`config.mk`:
```
export PLATFORM = sky130hd
export DESIGN_NAME = cpu_clkswitch
export DESIGN_NICKNAME = d
export VERILOG_FILES = /design/src/rtl/clksw_pkg.sv /design/src/rtl/cpu_clkswitch_sync_edge.sv /design/src/rtl/cpu_clkswitch.sv
export SDC_FILE = /design/constraint.sdc
export NUM_CORES = 1
export LEC_CHECK = 0
export BUFFER_PORTS_ARGS = -buffer_cell sky130_fd_sc_hd__buf_2
export CORE_AREA = 5 5 42 44
export CTS_CLUSTER_SIZE = 25
export DETAILED_ROUTE_END_ITERATION = 12
export DIE_AREA = 0 0 47 49
export PLACE_DENSITY = 0.5
export SETUP_SLACK_MARGIN = 0.05
export SLEW_MARGIN = 20
export SYNTH_ARGS = -nofsm -noshare
export SYNTH_HDL_FRONTEND = slang
export SYNTH_HIERARCHICAL = 1
export SYNTH_SLANG_ARGS = --single-unit
export TNS_END_PERCENT = 50
```
`constraint.sdc`:
```
create_clock -name hsclk -period 1.1 [get_ports hsclk]
set_input_delay 0.33 -clock hsclk [delete_from_list [all_inputs] [get_ports hsclk]]
set_output_delay 0.33 -clock hsclk [all_outputs]
set_load 0.05 [all_outputs]
```
`src/rtl/clksw_pkg.sv`:
```
// ---------------------------------------------------------------------------
// clksw_pkg
// Shared definitions for the CPU clock switcher: the FSM state encoding,
// default parameter values used by the top, the bus glue and the bench, and
// small helpers that decode a state into its clock/host-alignment meaning.
// ---------------------------------------------------------------------------
package clksw_pkg;

  // hsclk cycles per fast half-period (8MHz CPU clock from 32MHz)
  localparam int FAST_DIV_DEF    = 2;
  // flops in the phi0 synchroniser
  localparam int SYNC_STAGES_DEF = 2;

  typedef enum logic [1:0] {
    LO       = 2'd0,  // CPU clock low, counting the minimum phi1 time
    HI_FAST  = 2'd1,  // CPU clock high, fast cycle
    WAIT_BBC = 2'd2,  // CPU clock held low until a fresh phi0 rise
    HI_SLOW  = 2'd3   // CPU clock high, follows host phi0
  } clksw_state_t;

  // CPU clock level implied by a state
  function automatic logic state_is_high(input clksw_state_t s);
    return (s == HI_FAST) || (s == HI_SLOW);
  endfunction

  // Host-aligned cycle indication implied by a state
  function automatic logic state_is_bbc(input clksw_state_t s);
    return (s == WAIT_BBC) || (s == HI_SLOW);
  endfunction

endpackage

```
`src/rtl/cpu_clkswitch_sync_edge.sv`:
```
// ---------------------------------------------------------------------------
// sync_edge
// N-stage synchroniser for an asynchronous level plus a history flop, giving
// the synchronised level and single-cycle rise/fall pulses. Rise and fall
// compare the same two flops with opposite polarity, so they never coincide.
// Ports:
//   clk    - sampling clock
//   resetb - synchronous active-low reset, clears every flop to 0
//   d      - asynchronous input
//   level  - synchronised level (output of last synchroniser stage)
//   rise   - 1 for one clk when level goes 0->1
//   fall   - 1 for one clk when level goes 1->0
// ---------------------------------------------------------------------------
module sync_edge #(
  parameter int STAGES = 2
) (
  input  logic clk,
  input  logic resetb,
  input  logic d,
  output logic level,
  output logic rise,
  output logic fall
);

  logic [STAGES-1:0] sync_r;
  logic              hist_r;

  // Synchroniser chain and one-cycle history of the synchronised level
  always_ff @(posedge clk) begin
    if (!resetb) begin
      sync_r <= '0;
      hist_r <= 1'b0;
    end else begin
      sync_r <= {sync_r[STAGES-2:0], d};
      hist_r <= sync_r[STAGES-1];
    end
  end

  assign level = sync_r[STAGES-1];
  assign rise  = level & ~hist_r;
  assign fall  = ~level & hist_r;

endmodule

```
`src/rtl/cpu_clkswitch.sv`:
```
// ---------------------------------------------------------------------------
// cpu_clkswitch
// Generates the 65816 CPU clock, switching cycle by cycle between a fast
// clock divided from hsclk and the host 2MHz phi0. All switching happens
// while the CPU clock is low, so no runt pulses are produced.
// Parameters:
//   FAST_DIV    - hsclk cycles per fast half-period (>= 2)
//   SYNC_STAGES - phi0 synchroniser depth (>= 2)
// Ports:
//   hsclk        - board oscillator, the only clock
//   resetb       - synchronous active-low reset
//   bbc_ck2_phi0 - host phi0, asynchronous to hsclk
//   sel_fast     - per-cycle fast request, sampled only at the decision point
//   cpu_ck_phi2  - CPU clock (registered)
//   cpu_ck_phi1  - registered inverse of cpu_ck_phi2
//   bbc_cycle    - current/pending CPU cycle is host-aligned
//   cycle_end    - one-hsclk pulse on each CPU clock falling edge
// ---------------------------------------------------------------------------
module cpu_clkswitch
  import clksw_pkg::*;
#(
  parameter int FAST_DIV    = FAST_DIV_DEF,
  parameter int SYNC_STAGES = SYNC_STAGES_DEF
) (
  input  logic hsclk,
  input  logic resetb,
  input  logic bbc_ck2_phi0,
  input  logic sel_fast,
  output logic cpu_ck_phi2,
  output logic cpu_ck_phi1,
  output logic bbc_cycle,
  output logic cycle_end
);

  localparam int               CNT_W    = $clog2(FAST_DIV);
  localparam logic [CNT_W-1:0] CNT_LAST = CNT_W'(FAST_DIV - 1);
  localparam logic [CNT_W-1:0] CNT_ONE  = CNT_W'(1);

  clksw_state_t     state_r, state_s;
  logic [CNT_W-1:0] cnt_r, cnt_s;
  logic             cycle_end_s;

  logic             phi2_r, phi1_r, bbc_r, cycle_end_r;

  logic             p0_level_s, p0_rise_s, p0_fall_s;
  logic [SYNC_STAGES-1:0] fill_r;
  logic             armed_r;
  logic             rise_ok_s;

  sync_edge #(
    .STAGES (SYNC_STAGES)
  ) u_sync_edge (
    .clk    (hsclk),
    .resetb (resetb),
    .d      (bbc_ck2_phi0),
    .level  (p0_level_s),
    .rise   (p0_rise_s),
    .fall   (p0_fall_s)
  );

  // After reset the synchroniser holds zeros that do not reflect phi0. If
  // phi0 is already high at release, the first real sample would look like
  // a rise. fill_r marks when the synchronised level holds a real sample;
  // rises are only accepted once a real low level has been seen.
  always_ff @(posedge hsclk) begin
    if (!resetb) begin
      fill_r  <= '0;
      armed_r <= 1'b0;
    end else begin
      fill_r  <= {fill_r[SYNC_STAGES-2:0], 1'b1};
      armed_r <= armed_r | (fill_r[SYNC_STAGES-1] & ~p0_level_s);
    end
  end

  assign rise_ok_s = p0_rise_s & armed_r;

  // FSM state and phase counter
  always_ff @(posedge hsclk) begin
    if (!resetb) begin
      state_r <= WAIT_BBC;
      cnt_r   <= '0;
    end else begin
      state_r <= state_s;
      cnt_r   <= cnt_s;
    end
  end

  // Next-state logic; the fast/slow decision is taken once, at the end of
  // the minimum low time, and never revisited
  always_comb begin
    state_s     = state_r;
    cnt_s       = cnt_r;
    cycle_end_s = 1'b0;
    case (state_r)
      LO: begin
        if (cnt_r == CNT_LAST) begin
          cnt_s = '0;
          if (sel_fast) begin
            state_s = HI_FAST;
          end else begin
            state_s = WAIT_BBC;
          end
        end else begin
          cnt_s = cnt_r + CNT_ONE;
        end
      end
      HI_FAST: begin
        if (cnt_r == CNT_LAST) begin
          state_s     = LO;
          cnt_s       = '0;
          cycle_end_s = 1'b1;
        end else begin
          cnt_s = cnt_r + CNT_ONE;
        end
      end
      WAIT_BBC: begin
        if (rise_ok_s) begin
          state_s = HI_SLOW;
        end else begin
          state_s = WAIT_BBC;
        end
      end
      HI_SLOW: begin
        if (p0_fall_s) begin
          state_s     = LO;
          cnt_s       = '0;
          cycle_end_s = 1'b1;
        end else begin
          state_s = HI_SLOW;
        end
      end
      default: begin
        state_s = WAIT_BBC;
        cnt_s   = '0;
      end
    endcase
  end

  // Output registers decoded from the next state so they change together
  // with the state register
  always_ff @(posedge hsclk) begin
    if (!resetb) begin
      phi2_r      <= 1'b0;
      phi1_r      <= 1'b1;
      bbc_r       <= 1'b1;
      cycle_end_r <= 1'b0;
    end else begin
      phi2_r      <= state_is_high(state_s);
      phi1_r      <= ~state_is_high(state_s);
      bbc_r       <= state_is_bbc(state_s);
      cycle_end_r <= cycle_end_s;
    end
  end

  assign cpu_ck_phi2 = phi2_r;
  assign cpu_ck_phi1 = phi1_r;
  assign bbc_cycle   = bbc_r;
  assign cycle_end   = cycle_end_r;

endmodule

```
# == Word-level counts from Yosys, hierarchy flattened ==
# Cells that the tools add are included.
# classes
addsub,1
eq_ne,7
mux,13
n_bitwise,8
n_reduce_logical,6
# op_table
cell,n
2-bit equality test (second input constant),4
2-bit 2-to-1 mux,4
2-bit case mux with 4 select lines,1
1-bit 2-to-1 mux,6
1-bit bitwise AND,4
2-bit by 1-bit equality test with 1-bit output (second input constant),2
1-bit case mux with 2 select lines,2
1-bit NOT,3
2-bit logical NOT,1
1-bit logical OR,2
2-bit != test (second input constant),1
2-bit AND reduction,1
2-bit nonzero test,1
2-bit OR reduction,1
1-bit adder (second input constant),1
1-bit OR,1
# word_totals
ff_bits,13
inputBits,4
output_inout_bits,4
elab_cells,46

# == Longest topological paths before layout ==
# depth
word_depth,8
ltp_mapped,4
ltp_nobuf,4

# == Cells and area by module ==
# Netlist, hierarchy kept.
# modules_own_cells
module,instances,cells_each,area_per_inst_um2,seq_area_each_um2
cpu_clkswitch,1,32,314.1,180.2
sync_edge,1,8,91.3,60.1

# == Worst setup path before layout ==
# Ideal clock, no wire load.
# synth_timing
path_type,reg-to-reg
start,"register, netlist name cpu_ck_phi2"
end,"register phi2_r, in the netlist cpu_ck_phi2"
setup_ns,0.115
t_arrival_ns,1.341
required_ns,0.985
path_slack_ns,-0.356
stages_incl_launch_ff,4
n_path_buf,0
period_less_slack_ns,1.456
path_cell_list,dfxtp_1 > and3b_1 > a211o_1 > and3_1
# synth_lines
element,line_no,text
end signal: assignment,cpu_clkswitch.sv:148,phi2_r <= state_is_high(state_s);
end: declaration,cpu_clkswitch.sv:43,"logic phi2_r, phi1_r, bbc_r, cycle_end_r;"

# == Worst setup path in the final report ==
# layout_timing
start,"register phi2_r, in the netlist cpu_ck_phi2"
end,output port cpu_ck_phi2
# layout_lines
element,line_no,text
end: declaration,cpu_clkswitch.sv:29,"output logic cpu_ck_phi2,"
# No word-level cell between the ends.

==> reports/results.txt <==
Area growth from synthesis to layout -> 37.3%
Net Switching -> 156 µW
CP delay by family, top -> flip-flops
Req. time, crit path -> 0.77 ns
Nets@finish -> 59
Flop pwr share -> 59.2%
Outcome -> complete, but fails checks
Part of the power in combinational logic -> 5.0%
Initial Utilization -> 28.9%
Global placement routability congestion -> 0.651
Achievable Freq -> 0.901 GHz
Total chip power -> 761 µW
Sw frac -> 20.5%
Post-synth net total -> 44
Setup TNS -> -0.0104 ns
Cell area after synthesis -> 405 µm²
Final Max Tran Viols -> 0
CTS buffer count -> 3
IO Pins -> 8
Clock power share -> 35.8%
Height of the die -> 49 µm
Area contributors post-synth -> dfxtp_1 (59%), and2_1 (6.2%), nor2b_1 (4.6%)
Crit path arrival time -> 0.78 ns
Maximum vdd drop -> 0.677 mV
Die area -> 2300 µm²
Yosys reg bits -> 12
Worst hold path type -> primary input to register
Cell with the most instances after synthesis -> dfxtp_1
First DRT Iteration DRCs -> 11
Clock Skews -> 0.00800 ns
WP depth -> 1
DP Area -> 472 µm²
Fin. Hold Viols -> 0
Final instance area -> 557 µm²
Crit end category -> output pin
Number of fill cells in the layout -> 141
Root Buffer Master -> clkbuf_4
Reg2reg end -> cpu_ck_phi2$_SDFF_PN0_
Worst Path Buf+Inv -> 1
Final core occ -> 39.7%
Drt first pass iters -> 2
Cells after Synth -> 40
FF-to-FF setup slack -> 0.04 ns
Largest net degree at the start of global routing -> 13
Final setup viols -> 1
Global route overflow -> 0
Syn Area/Cell -> 10.1 µm²
Max Cap Violations -> 0
Slew headroom -> 85.0%
Layout cells sized above 1 -> 33.3%
Worst path cell trace -> buf_8
Critical path's slowest cell -> dfxtp_4
Pwr dens -> 1370 nW/µm²
Lkg Pwr -> 0.000245 µW
Post-synth EDFFs -> 0
Vias in the first global route -> 285
CTS sink cnt -> 12
TritonCTS clock tree -> yes
Port-buffer cells -> 7
Critical R2R Launch -> cpu_ck_phi2$_SDFF_PN0_
Max clock buf depth -> 2
Via count -> 299
Startpoint Class -> register
Worst Setup SP -> cpu_ck_phi2$_SDFF_PN0_
Yosys top cell by area -> dfxtp_1
Unrepaired setup endpoints after global routing -> true
Final min period -> 1.11 ns
Distinct cell type count after synthesis -> 17
Internal -> 605 µW
Core area -> 1400 µm²
Hold wc startpoint -> bbc_ck2_phi0
Final worst path period share -> 101%
Worst-Margin Slew -> 0.225 ns
Die Span X -> 47 µm
Clk_lat worst skew -> 0.27 ns
Reg2Reg Depth -> 3
Violated checks -> setup timing
Async set-or-reset flop fraction in the synthesized netlist -> 0%
CP peak stage delay -> 0.37 ns
CP endpoint -> cpu_ck_phi2
Row count -> 14
Clock transition at the registers of the reported paths -> 0.07 ns
Initial antenna violation count -> 0
Final ANT Viol Nets -> 0
Yosys warns -> 6
Final WS setup -> -0.0104 ns
List of most frequent post-synthesis cells -> dfxtp_1 (12), and2_1 (4), nor2_1 (4)
Top cell type's share of synthesized area -> 59.3%
Main synth FF type -> dfxtp_1
Mean number of vias per cell -> 4.27
Routed WL -> 650 µm
Critical Path Fanout Max -> 4
DRC viols -> 0
Critical path type -> register to output pin
Sequential area share after synthesis -> 59.3%
Htree depth -> 1
Total global-route track usage -> 7.27%
Diode count -> 0
WL per Instance -> 9.29 µm
First-pass GRT wire length -> 1150 µm
layer usage:
| metal | up-vias | GRT usage (%) | share of wire (%) | wire [µm] |
|---|---|---|---|---|
| li1 | 159 | - | - | - |
| met1 | 129 | 7.32 | 43 | 280 |
| met2 | 11 | 10.4 | 45 | 290 |
| met3 | 0 | 5.54 | 12 | 79 |
| met4 | 0 | 4.15 | 0 | 0 |
| met5 | - | 0 | 0 | 0 |
timing repair:
item | in CTS | in global routing
setup buffers | 2 | 0
pin swaps | 0 | 2
resized for setup | 15 | 0
setup endpoints to repair | 4 | 7
hold buffers | 0 | 0
worst min path at each step:
stage / to / slack, ns / depth (start not counted)
2_1_floorplan: fill_r[0]$_DFF_P_ / 0.36 / 0
3_3_place_gp: u_sync_edge/sync_r[1]$_SDFF_PN0_ / 0.42 / 1
3_5_place_dp: fill_r[1]$_SDFF_PN0_ / 0.42 / 1
4_1_cts: u_sync_edge/sync_r[0]$_SDFF_PN0_ / 0.26 / 2
5_1_grt: u_sync_edge/sync_r[0]$_SDFF_PN0_ / 0.27 / 2
6_report: u_sync_edge/sync_r[0]$_SDFF_PN0_ / 0.27 / 2
flip-flops by register name, indices dropped and copies added (netlist names):
register / cells
cpu_ck_phi1: 1
fill_r: 2
u_sync_edge/hist_r: 1
armed_r: 1
state_r: 1
cnt_r: 1
bbc_cycle: 1
u_sync_edge/sync_r: 2
cpu_ck_phi2: 1
cycle_end: 1
power groups by stage:
stage               sequential, µW  clock, µW  combinational, µW
floorplan                      465          0               13.7
global placement               460          0               32.9
CTS                            450        292               39.2
detailed placement             460          0               33.0
global route                   452        314               43.3
finish                         450        272               38.2
cells in the final DEF, fill, tap and decap left out:
cell / n
o21a_1: 2
o21ai_0: 2
buf_4: 3
and2_1: 4
inv_1: 1
clkbuf_1: 1
buf_8: 4
dfxtp_4: 1
a21oi_1: 1
nand2_1: 3
nor2_1: 4
and3b_1: 1
nor2b_1: 3
dfxtp_2: 3
and2_2: 1
dfxtp_1: 8
and3_1: 1
clkbuf_4: 3
buf_2: 3
o211ai_1: 1
nand3_1: 1
a211o_1: 1
or2b_1: 1
mux2i_1: 1
cell type report:
cell class / count / area [µm²] / share of cell area (%)
Sequential cell: 12 / 248 / 44.5
Multi-Input combinational cell: 27 / 161 / 29.0
Timing Repair Buffer: 10 / 97.6 / 17.5
Clock buffer: 4 / 26.3 / 4.72
Tap cell: 16 / 20.0 / 3.60
Inverter: 1 / 3.75 / 0.674
through the flow:
| stage | worst slack (ns) | instances | hold slack (ns) |
|---|---|---|---|
| 3_3_place_gp | 0.0368 | 64 | 0.419 |
| 4_1_cts | -0.0247 | 70 | 0.258 |
| 3_5_place_dp | 0.0279 | 64 | 0.415 |
| 2_1_floorplan | -0.00638 | 40 | 0.358 |
| 6_report | -0.0104 | 70 | 0.270 |
| 5_1_grt | -0.0563 | 70 | 0.271 |
kinds of logic after synthesis:
kind of cell	after synthesis	share of synthesized area, %
DFF	12	59.3
buffers and inverters	1	0.925
and+or+nand+nor	19	25.9
AOI/OAI and AO/OA	7	11.4
muxes	1	2.47
No activity file was read; power rests on OpenSTA's default activity.
